[src/rtl/msrv32_load_unit_seq.sv]
// msrv32_load_unit_seq: sequential load unit with wait states and sign/zero extension.
// Define MISALIGN_SPLIT_EN to split beat-crossing loads into two beats instead of faulting.
module msrv32_load_unit_seq #(
    parameter int XLEN   = 32,
    parameter int ADDR_W = 32
) (
    input  logic              ms_riscv32_mp_clk_in,
    input  logic              ms_riscv32_mp_rst_in,
    input  logic              load_req_in,
    input  logic [ADDR_W-1:0] load_addr_in,
    input  logic [1:0]        load_size_in,
    input  logic              load_unsigned_in,
    output logic              load_ready_out,
    output logic              dm_req_out,
    output logic [ADDR_W-1:0] dm_addr_out,
    input  logic              ahb_resp_in,
    input  logic [XLEN-1:0]   ms_riscv32_mp_dmdata_in,
    output logic [XLEN-1:0]   lu_output_out,
    output logic              lu_valid_out,
    output logic              lu_misaligned_out
);
    localparam int NB = XLEN / 8;
    localparam int OB = $clog2(NB);
    typedef enum logic [1:0] {IDLE, BEAT0, BEAT1, RESP} state_t;
    state_t state;
    logic [OB-1:0] off_q;
    logic [1:0] size_q;
    logic uns_q;
    logic [XLEN-1:0] beat0_q, sh, mask, sgn_fill, ext;
    logic [2*XLEN-1:0] cat;
    logic split, done;

    function automatic logic [3:0] nbytes(input logic [1:0] s);
        return (XLEN == 32 && s == 2'd3) ? 4'd4 : 4'd1 << s;
    endfunction

    function automatic logic crosses(input logic [OB-1:0] off, input logic [1:0] s);
        return 5'(off) + 5'(nbytes(s)) > 5'(NB);
    endfunction

    // Sign bit is the top bit still inside the byte mask, so no variable bit-select is needed
    always_comb begin
        cat = state == BEAT1 ? {ms_riscv32_mp_dmdata_in, beat0_q} : {{XLEN{1'b0}}, ms_riscv32_mp_dmdata_in};
        sh = XLEN'(cat >> {off_q, 3'b000});
        mask = ~({XLEN{1'b1}} << {nbytes(size_q), 3'b000});
        sgn_fill = (!uns_q && |(sh & mask & ~(mask >> 1))) ? ~mask : '0;
        ext = (sh & mask) | sgn_fill;
`ifdef MISALIGN_SPLIT_EN
        split = state == BEAT0 && crosses(off_q, size_q);
`else
        split = 1'b0;
`endif
        done = ahb_resp_in && (state == BEAT1 || (state == BEAT0 && !split));
    end

    always_ff @(posedge ms_riscv32_mp_clk_in) begin
        if (ms_riscv32_mp_rst_in) begin
            state <= IDLE;
            load_ready_out <= 1'b1;
            dm_req_out <= 1'b0;
            dm_addr_out <= '0;
            lu_output_out <= '0;
            lu_valid_out <= 1'b0;
            lu_misaligned_out <= 1'b0;
            off_q <= '0;
            size_q <= '0;
            uns_q <= 1'b0;
            beat0_q <= '0;
        end else begin
            lu_valid_out <= 1'b0;
            case (state)
                IDLE: if (load_req_in) begin
                    off_q <= load_addr_in[OB-1:0];
                    size_q <= load_size_in;
                    uns_q <= load_unsigned_in;
                    load_ready_out <= 1'b0;
                    dm_addr_out <= {load_addr_in[ADDR_W-1:OB], OB'(0)};
`ifndef MISALIGN_SPLIT_EN
                    if (crosses(load_addr_in[OB-1:0], load_size_in)) begin
                        state <= RESP;
                        lu_valid_out <= 1'b1;
                        lu_output_out <= '0;
                        lu_misaligned_out <= 1'b1;
                    end else
`endif
                    begin
                        state <= BEAT0;
                        dm_req_out <= 1'b1;
                    end
                end
                BEAT0, BEAT1: begin
                    if (ahb_resp_in) beat0_q <= ms_riscv32_mp_dmdata_in;
                    if (split && ahb_resp_in) begin
                        state <= BEAT1;
                        dm_addr_out <= dm_addr_out + ADDR_W'(NB);
                    end
                    if (done) begin
                        state <= RESP;
                        dm_req_out <= 1'b0;
                        lu_valid_out <= 1'b1;
                        lu_output_out <= ext;
                        lu_misaligned_out <= 1'b0;
                    end
                end
                RESP: begin
                    state <= IDLE;
                    load_ready_out <= 1'b1;
                end
                default: state <= IDLE;
            endcase
        end
    end
endmodule

[config.mk]
export PLATFORM = sky130hd
export DESIGN_NAME = msrv32_load_unit_seq
export DESIGN_NICKNAME = d
export VERILOG_FILES = /design/src/rtl/msrv32_load_unit_seq.sv
export SDC_FILE = /design/constraint.sdc
export NUM_CORES = 1
export LEC_CHECK = 0
export BUFFER_PORTS_ARGS = -buffer_cell sky130_fd_sc_hd__buf_4
export CAP_MARGIN = 25
export CELL_PAD_IN_SITES_DETAIL_PLACEMENT = 2
export CELL_PAD_IN_SITES_GLOBAL_PLACEMENT = 2
export CORE_MARGIN = 5
export CORE_UTILIZATION = 27
export DETAILED_ROUTE_END_ITERATION = 8
export GPL_ROUTABILITY_DRIVEN = 0
export MAX_ROUTING_LAYER = met4
export PLACE_DENSITY_LB_ADDON = 0.1
export SLEW_MARGIN = 10
export SYNTH_ARGS = -nofsm -noshare
export SYNTH_HDL_FRONTEND = slang
export SYNTH_SLANG_ARGS = --single-unit
[constraint.sdc]
create_clock -name ms_riscv32_mp_clk_in -period 2.1 [get_ports ms_riscv32_mp_clk_in]
set_input_delay 0 -clock ms_riscv32_mp_clk_in [delete_from_list [all_inputs] [get_ports ms_riscv32_mp_clk_in]]
set_output_delay 0 -clock ms_riscv32_mp_clk_in [all_outputs]
set_load 0.05 [all_outputs]
==> results of run 1 <==
==> Yosys cell counts, types with 2 or more instances <==
library cell    n  area (um^2)
o21ai_0        28          140
o221a_2         2         22.5
inv_1           8         30.0
and2_1          3         18.8
a31oi_1         5         31.3
o21bai_1        2         15.0
a21oi_1        84          420
nor2_1         35          131
a211oi_1       25          188
nand2b_1        3         18.8
mux2i_1        35          350
mux2_2         13          146
o211ai_1        2         15.0
nor2b_1         7         43.8
a221o_2         4         45.0
clkbuf_1       36          135
a22o_1          4         35.0
mux4_2          2         45.0
or3_1           3         18.8
buf_1           4         15.0
a22oi_1         3         22.5
nand2_1       178          668
nand3_1         9         45.0
dfxtp_1       105         2100
ha_1            8          100
o31ai_1        15          113
o21a_1          2         15.0
a221oi_1        2         17.5
nor3_1          2         10.0
buf_4           4         30.0
o221ai_1        2         17.5
or2_2           3         18.8
buf_2          10         50.1
==> final cells by class <==
cell class / count / share of cell area
tap: 265 / 0.0399
multi-input combinational: 499 / 0.379
timing repair buffer: 274 / 0.286
sequential: 105 / 0.254
clock inverter: 7 / 0.0103
inverter: 9 / 0.00437
clock buffer: 9 / 0.0271
==> per-layer routing <==
metal | part of all wire | vias to the layer above
li1 | - | 2761
met1 | 0.40 | 2894
met2 | 0.54 | 111
met3 | 0.038 | 25
met4 | 0.023 | 0
met5 | 0 | -
==> what timing repair did <==
action / CTS / global route
resized for setup: 21 / 36
gates cloned: 1 / 2
pin swaps: 2 / 8
setup buffers: 2 / 2
hold buffers: 64 / 0
setup endpoints to repair: 29 / 30
hold endpoints to repair: 64 / 0
==> flip-flops by register name, indices dropped and copies added, names as in the netlist, 2 cells and up <==
register       count
state              2
size_q             2
beat0_q           32
lu_output_out     32
off_q              2
dm_addr_out       30
==> final timing paths <==
path,slack [ps],endpoint,cells after the start
max,-9,lu_output_out[11],8
min,10,size_q[0],4
max reg2reg,-9,lu_output_out[11],8
min reg2reg,460,lu_output_out[25],2
==> per-stage QoR <==
step                      hold WS, ps  power [mW]  setup TNS (ps)  cells  worst slack, ps
after floorplan                   136        5.18               0    668             16.0
after global placement            248        6.75           -2050   1082             -130
after detailed placement          261        6.92           -5100   1082             -251
after CTS                        8.40        9.03           -30.5   1165            -20.5
after global routing             33.2        9.73           -1500   1168            -94.4
final                            13.8        9.22           -16.0   1168            -9.06
==> power by group <==
| part | switching (mW) | internal [mW] |
|---|---|---|
| clock | 0.858 | 0.950 |
| sequential | 0.275 | 2.39 |
| combinational | 2.90 | 1.84 |
==> cells by family after synthesis <==
family | after synthesis
adders and majority gates | 9
DFF | 105
muxes | 50
other | 1
and+or+nand+nor | 247
xor gates and xnor gates | 1
AOI/OAI and AO/OA | 190
buffers and inverters | 64
==> critical path, delay by kind of cell, from the launching register on <==
family                   cells  cell delay (ps)
AO/OA/AOI/OAI                3              800
flip-flops                   1              380
AND/OR/NAND/NOR              1               60
buffers and inverters        3              460
adder cells (fa/ha/maj)      1              290
==> flow_summary.yaml, run 1 <==
status:
  status: "finished with violations"
  violations: "negative setup slack"
power:
  leakagePower_nw: 3.34
  vdd_drop_max_v: 0.000441
  pwr_density_cell_mw_per_mm2: 1110
sta:
  fin_crit_ps: 2110
  timing.final.ws_setup_ps: -9.06
  period_share: 1.00
  hold_viol_final: 0
  slew_viol_final: 0
  slew_headroom: 0.537
  setup_viol: 3
  finClkSkew_ps: 12.5
  worst_pin_slew_ps: 694
  rsz0062_at_grt: "true"
  max_freq_ghz: 0.474
logic_synthesis:
  ys_seq_area_frac: 0.400
  post_synth_num_cell_types: 52
  yosys.area_share.xor_xnor: 0.00166
  synthAdderAreaFrac: 0.0228
  syn_inst: 667
  synth-edff-count: 0
  synth-main-ff-cell: "dfxtp_1"
  yosys.area_share.simple: 0.193
  synth_compound_area_frac: 0.227
  synth_top_family_by_area: "compound AO/OA/AOI/OAI gates"
  synthArstFlopShare: 0
  muxShareOfSynthArea: 0.103
  synth.avg_cell_area_um2: 7.89
  synth_area_mm2: 0.00526
  ys_seq_elements: 105
  yosys_warnings: 0
worst_setup_path:
  path_cells: "inv_1, ha_1, buf_4, nor2_1, a211oi_2, a21oi_1, buf_4, a221o_2"
  required_ps: 2340
  critical_path_class: "flop to flop"
  start_kind: "flop"
  critPathCaptureType: "flop"
  crit_start: "state[1]"
  crit_slowest_cell: "dfxtp_2"
  r2r-start: "state[1]"
  cp_max_fo: 11
  arrival_ps: 2350
  slowest_delay_ps: 380
  cpMostUsedCell: "buf_4"
final_layout:
  multi_input_area_mm2: 0.00315
  final_cell_mix: "buf_4 (197), nand2_1 (177), dfxtp_1 (102)"
  synthToLayoutAreaGrowth_pct: 57.8
  n_fill_cell: 2151
  fin_util: 0.429
  layout_commonest_cell: "buf_4"
  fin_area_mm2: 0.00830
  seqCellArea_mm2: 0.00211
  fin_nets: 978
  antenna_cells: 0
  drive_gt1_frac: 0.326
grt:
  antenna_found_initial: 0
  grt_use_met1: 0.223
  gr-usage-met2: 0.382
  grt_use_total: 0.206
  grt_first_pass_wirelength_um: 35000
  grt_overflow: 0
  grt_pass1_vias: 6473
  grt-busiest-layer: "met2"
  grt_util_met3: 0.0403
  grt_max_degree: 61
placed_design:
  dpl_cell_area_mm2: 0.00696
  port_buffers: 136
  hpwl_um: 16100
worst_hold_path:
  hp-class: "primary input to flop"
  hp-start: "load_size_in[0]"
route:
  drt-initial-drc-count: 261
  viasPerCell: 4.96
  routed_wirelength_um: 23100
  ant_nets: 0
  num_vias: 5791
  dr.pass1.iters: 4
  route.detailed.drc: 0
  wire_per_inst_um: 19.7
clock_network:
  cts_root_buf: "clkbuf_16"
  tritoncts: "yes"
  cts_made_buffers: 9
  cts_buffer_depth: 2
  clk_pin_slew_ps: 80
  h-tree-depth: 3
  insertion_delay_ps: 360
  cts_num_sinks: 105
die:
  die_area_mm2: 0.0224
  rows: 51
  die-width_um: 150
  die_y_um: 150
  coreArea_mm2: 0.0193
  io-pin-count: 139
  initial_core_util: 0.272
job:
  cap_viol_max_count: 0
Note: power is estimated with default switching activity, not from simulation.
==> run 2, diff against run 1 <==
--- a/config.mk
+++ b/config.mk
@@ -15,6 +15,7 @@
 export GPL_ROUTABILITY_DRIVEN = 0
 export MAX_ROUTING_LAYER = met4
 export PLACE_DENSITY_LB_ADDON = 0.1
+export RECOVER_POWER = 100
 export SLEW_MARGIN = 10
 export SYNTH_ARGS = -nofsm -noshare
 export SYNTH_HDL_FRONTEND = slang
==> run 2 against run 1 <==
The run still ends with negative setup slack left. Final area is 3.0% lower. Global-route usage stayed put. Cell count stayed put. Power is 2.2% lower. Core utilization is 1.3 points lower. Die area stayed put. Sequential share of layout area is 0.79 points higher.
==> flow_summary.yaml, run 2 (synthesis gave the netlist of run 1 again) <==
placed_design:
  port_buffers: 136
  post-place-ws_ps: -251
  dpl_cell_area_mm2: 0.00696
  hpwl_um: 16100
worst_setup_path:
  start_kind: "flop"
  cp_max_fo: 5
  timing.critical_path.buf_inv: 4
  critPathCaptureType: "flop"
  required_ps: 2340
  arrival_ps: 2350
  critical_path.top_delay_family: "compound AO/OA/AOI/OAI gates"
  slowest_delay_ps: 340
  critical_path_class: "flop to flop"
  crit_slowest_cell: "dfxtp_2"
  path_cells: "inv_4, ha_4, buf_12, mux2_4, a2bb2o_4, buf_6, nor4_4, buf_4, a221o_2"
job:
  cap_viol_max_count: 0
route:
  drt-initial-drc-count: 218
  wire_per_inst_um: 19.7
  viasPerCell: 4.97
  route.detailed.drc: 0
  num_vias: 5802
  routed_wirelength_um: 23000
  ant_nets: 0
  dr.pass1.iters: 4
sta:
  max_freq_ghz: 0.475
  fin_crit_ps: 2110
  hold_viol_final: 0
  slew_viol_final: 0
  slew_headroom: 0.538
  finClkSkew_ps: 11.6
  worst_pin_slew_ps: 693
  timing.final.ws_setup_ps: -6.09
  period_share: 1.00
  setup_viol: 2
  rsz0062_at_grt: "true"
power:
  power_frac_comb: 0.503
  leakagePower_nw: 3.06
  vdd_drop_max_v: 0.000446
  p_clk_frac: 0.201
  intPower_mw: 4.98
  switchingPower_mw: 4.04
  finalPower_mw: 9.02
  pwr_density_cell_mw_per_mm2: 1120
  pwr-share-seq: 0.295
  p_sw_frac: 0.448
clock_network:
  cts_root_buf: "clkbuf_16"
  cts_made_buffers: 9
  cts_buffer_depth: 2
  h-tree-depth: 3
  cts_num_sinks: 105
  tritoncts: "yes"
  clk_pin_slew_ps: 80
  insertion_delay_ps: 360
die:
  coreArea_mm2: 0.0193
  die_y_um: 150
  die-width_um: 150
  initial_core_util: 0.272
  io-pin-count: 139
  die_area_mm2: 0.0224
  rows: 51
grt:
  grt_first_pass_wirelength_um: 35000
  grt_max_degree: 61
  antenna_found_initial: 0
  grt_pass1_vias: 6473
  grt_use_total: 0.206
  grt_overflow: 0
final_layout:
  antenna_cells: 0
  fin_nets: 978
  final_cell_mix: "nand2_1 (177), buf_4 (130), dfxtp_1 (102)"
  reg_top3: "beat0_q: 32 flops, lu_output_out: 32 flops, dm_addr_out: 30 flops"
  fin_area_mm2: 0.00805
  layout_commonest_cell: "nand2_1"
  n_fill_cell: 2204
  drive_gt1_frac: 0.251
  synthToLayoutAreaGrowth_pct: 53.0
status:
  status: "finished with violations"
  violations: "negative setup slack"
worst_hold_path:
  hp-class: "primary input to flop"
-- run 2: changes by cell type in the layout (fill, tap and decap cells not counted), sizes merged --
cell	previous run	this run
clkbuf	11	78
buf	208	141
-- run 2: worst paths after layout --
check	start	to	slack [ps]	cells past startpoint
min reg2reg	lu_output_out[25]	lu_output_out[25]	460	2
max	state[0]	lu_output_out[11]	-6	9
min	load_size_in[0]	size_q[0]	20	4
max reg2reg	state[0]	lu_output_out[11]	-6	9
-- run 2: routing by layer --
layer	global-route usage	vias to the layer above	routed length, um
li1	-	2759	-
met1	0.223	2888	9260
met3	0.0403	27	882
met2	0.382	128	12400
met5	-	-	0
met4	0.0558	0	535
-- run 2: what timing repair did --
| action | 4_1_cts | 5_1_grt |
|---|---|---|
| hold buffers | 64 | 0 |
| pin swaps | 2 | 8 |
| gates resized for setup | 21 | 36 |
| cloned | 1 | 2 |
| hold endpoints to repair | 64 | 0 |
| setup endpoints to repair | 29 | 30 |
| buffers inserted | 2 | 2 |
-- run 2: tightest hold or removal path, delay by kind of cell --
kind | cells | cell delay (ps)
buf+inv | 2 | 190
compound gates | 1 | 110
simple gates | 1 | 40
-- run 2: cell type report --
class / instances / area [um^2] / area share
Clock buffer: 9 / 225 / 0.0280
Clock inverter: 7 / 85.1 / 0.0106
Inverter: 9 / 36.3 / 0.00451
Multi-Input combinational cell: 499 / 3150 / 0.391
Sequential cell: 105 / 2110 / 0.262
Tap cell: 265 / 332 / 0.0412
Timing Repair Buffer: 274 / 2120 / 0.263
-- run 2: per-stage QoR --
stage	utilization	hold WS, ps	setup TNS, ps	instances
2_1_floorplan	-	136	0	668
3_3_place_gp	0.360	248	-2050	1082
3_5_place_dp	0.360	261	-5100	1082
4_1_cts	0.417	8.40	-30.5	1165
5_1_grt	0.416	33.2	-1500	1168
6_report	0.416	15.1	-8.62	1168
-- run 2: power groups by stage --
stage | Combinational, mW | Clock, mW | Sequential [mW]
4_1_cts | 4.50 | 1.87 | 2.66
3_5_place_dp | 4.22 | 0 | 2.70
3_3_place_gp | 4.08 | 0 | 2.67
5_1_grt | 4.86 | 1.94 | 2.72
2_1_floorplan | 1.73 | 0 | 3.44
6_report | 4.54 | 1.82 | 2.66
==> run 3, diff against run 2 <==
--- a/config.mk
+++ b/config.mk
@@ -16,6 +16,7 @@
 export MAX_ROUTING_LAYER = met4
 export PLACE_DENSITY_LB_ADDON = 0.1
 export RECOVER_POWER = 100
+export REMOVE_ABC_BUFFERS = 1
 export SLEW_MARGIN = 10
 export SYNTH_ARGS = -nofsm -noshare
 export SYNTH_HDL_FRONTEND = slang
==> run 3 against run 2 <==
The flow now finishes without violations. Highest routed layer unchanged. Largest power group unchanged. Largest cell class unchanged. Fmax increased by 1.5%. Core utilization increased by 0.67 points. Final area increased by 1.6%. Worst hold slack improved by 38 ps. Clock-buffer cell count unchanged.
==> flow_summary.yaml, run 3 (synthesis gave the netlist of run 1 again) <==
route:
  num_vias: 5886
  route.detailed.drc: 0
  routed_wirelength_um: 23700
  ant_nets: 0
  drt-initial-drc-count: 172
  wire_per_inst_um: 20.1
  dr.pass1.iters: 4
  viasPerCell: 4.98
clock_network:
  cts_num_sinks: 105
  cts_root_buf: "clkbuf_16"
  insertion_delay_ps: 370
  cts_made_buffers: 9
  cts_buffer_depth: 2
  clk_pin_slew_ps: 80
  tritoncts: "yes"
  h-tree-depth: 3
worst_hold_path:
  hp-class: "primary input to flop"
final_layout:
  final_cell_mix: "nand2_1 (176), buf_4 (136), dfxtp_1 (102)"
  fin_area_mm2: 0.00818
  reg_top3: "beat0_q: 32 flops, lu_output_out: 32 flops, dm_addr_out: 30 flops"
  layout_commonest_cell: "nand2_1"
  fin_nets: 988
  drive_gt1_frac: 0.262
  fin_cells: 1181
  synthToLayoutAreaGrowth_pct: 55.5
sta:
  rsz0062_at_grt: "true"
  worst_pin_slew_ps: 960
  max_freq_ghz: 0.482
  finClkSkew_ps: 9.87
  whs_ps: 53.0
  fin_crit_ps: 2070
  slew_headroom: 0.360
  setup_viol: 0
  period_share: 0.988
  hold_viol_final: 0
  slew_viol_final: 0
power:
  leakagePower_nw: 3.12
  vdd_drop_max_v: 0.000442
  pwr_density_cell_mw_per_mm2: 1130
placed_design:
  port_buffers: 136
  dp_cells: 1086
  dpl_cell_area_mm2: 0.00705
  hpwl_um: 15700
die:
  rows: 51
  die_area_mm2: 0.0224
  initial_core_util: 0.272
  io-pin-count: 139
  die_y_um: 150
  die-width_um: 150
  coreArea_mm2: 0.0193
worst_setup_path:
  start_kind: "flop"
  critPathCaptureType: "flop"
  cp_max_fo: 7
  required_ps: 2380
  arrival_ps: 2350
  critical_path_class: "flop to flop"
grt:
  antenna_found_initial: 3
  grt_first_pass_wirelength_um: 36900
  grt_overflow: 0
  grt_max_degree: 83
  grt_pass1_vias: 6614
  grt_use_total: 0.215
job:
  cap_viol_max_count: 0
status:
  status: "complete, no violations"
==> run 3: cell count changes in the layout (fill, tap and decap cells not counted), sizes merged <==
| cell | previous run | this run |
|---|---|---|
| buf | 141 | 149 |
| inv | 11 | 9 |
| clkbuf | 78 | 77 |
| bufinv | 1 | 0 |
| bufbuf | 0 | 1 |
| diode | 0 | 3 |
| clkinvlp | 0 | 4 |
| dlygate4sd3 | 64 | 66 |
| clkinv | 4 | 3 |
==> run 3: worst max-delay path, cell delays in order, from the launching register on <==
cell       delay, ps
dfxtp_4          390
inv_6             50
ha_4             180
buf_12           140
mux2i_4          200
a22o_1           270
o21bai_2         200
a21oi_4          120
clkbuf_16        180
o31ai_2          240
==> run 3: power by group <==
| group | leakage [nW] | internal [mW] | total, mW | switching (mW) |
|---|---|---|---|---|
| Combinational | 2.14 | 1.86 | 4.83 | 2.97 |
| Sequential | 0.858 | 2.40 | 2.71 | 0.309 |
| Clock | 0.124 | 0.815 | 1.69 | 0.872 |
==> run 3: final timing paths <==
| path | slack (ps) | depth (start not counted) | start | endpoint |
|---|---|---|---|---|
| worst max-delay path | 30 | 9 | state[0] | lu_output_out[29] |
| worst min-delay path | 50 | 4 | load_size_in[1] | size_q[1] |
| worst min register to register | 460 | 2 | beat0_q[30] | beat0_q[30] |
| worst max register to register | 30 | 9 | state[0] | lu_output_out[29] |
==> run 3: final cells by class <==
type	count	area, um^2
antenna	3	7.51
clock buffer	9	225
clock inverter	7	56.3
fill	2185	11200
inverter	9	38.8
multi-input combinational	499	3180
sequential	105	2110
tap	265	332
timing repair buffer	284	2230
==> run 3: layer usage <==
| metal | wire, um | track usage | vias up |
|---|---|---|---|
| met2 | 12200 | 0.372 | 131 |
| li1 | - | - | 2787 |
| met5 | 0 | - | - |
| met3 | 1110 | 0.0533 | 23 |
| met1 | 10100 | 0.252 | 2945 |
| met4 | 317 | 0.0517 | 0 |
==> run 3: timing repair <==
item	in CTS	in global routing
pin swaps	2	7
resized for setup	23	47
hold buffers	66	0
endpoints found under the setup margin	31	31
hold endpoints to repair	66	0
setup buffers	4	4
gates cloned	1	1
==> run 3: stage by stage <==
step                utilization  TNS (ps)  worst slack, ps  power, mW
CTS                       0.422         0             4.40       9.14
floorplan                     -    -32700            -1310       5.03
global placement          0.365     -1070            -92.7       6.94
finish                    0.423         0             25.1       9.22
global route              0.423      -321            -42.8       9.75
detailed placement        0.365     -3300             -185       7.12
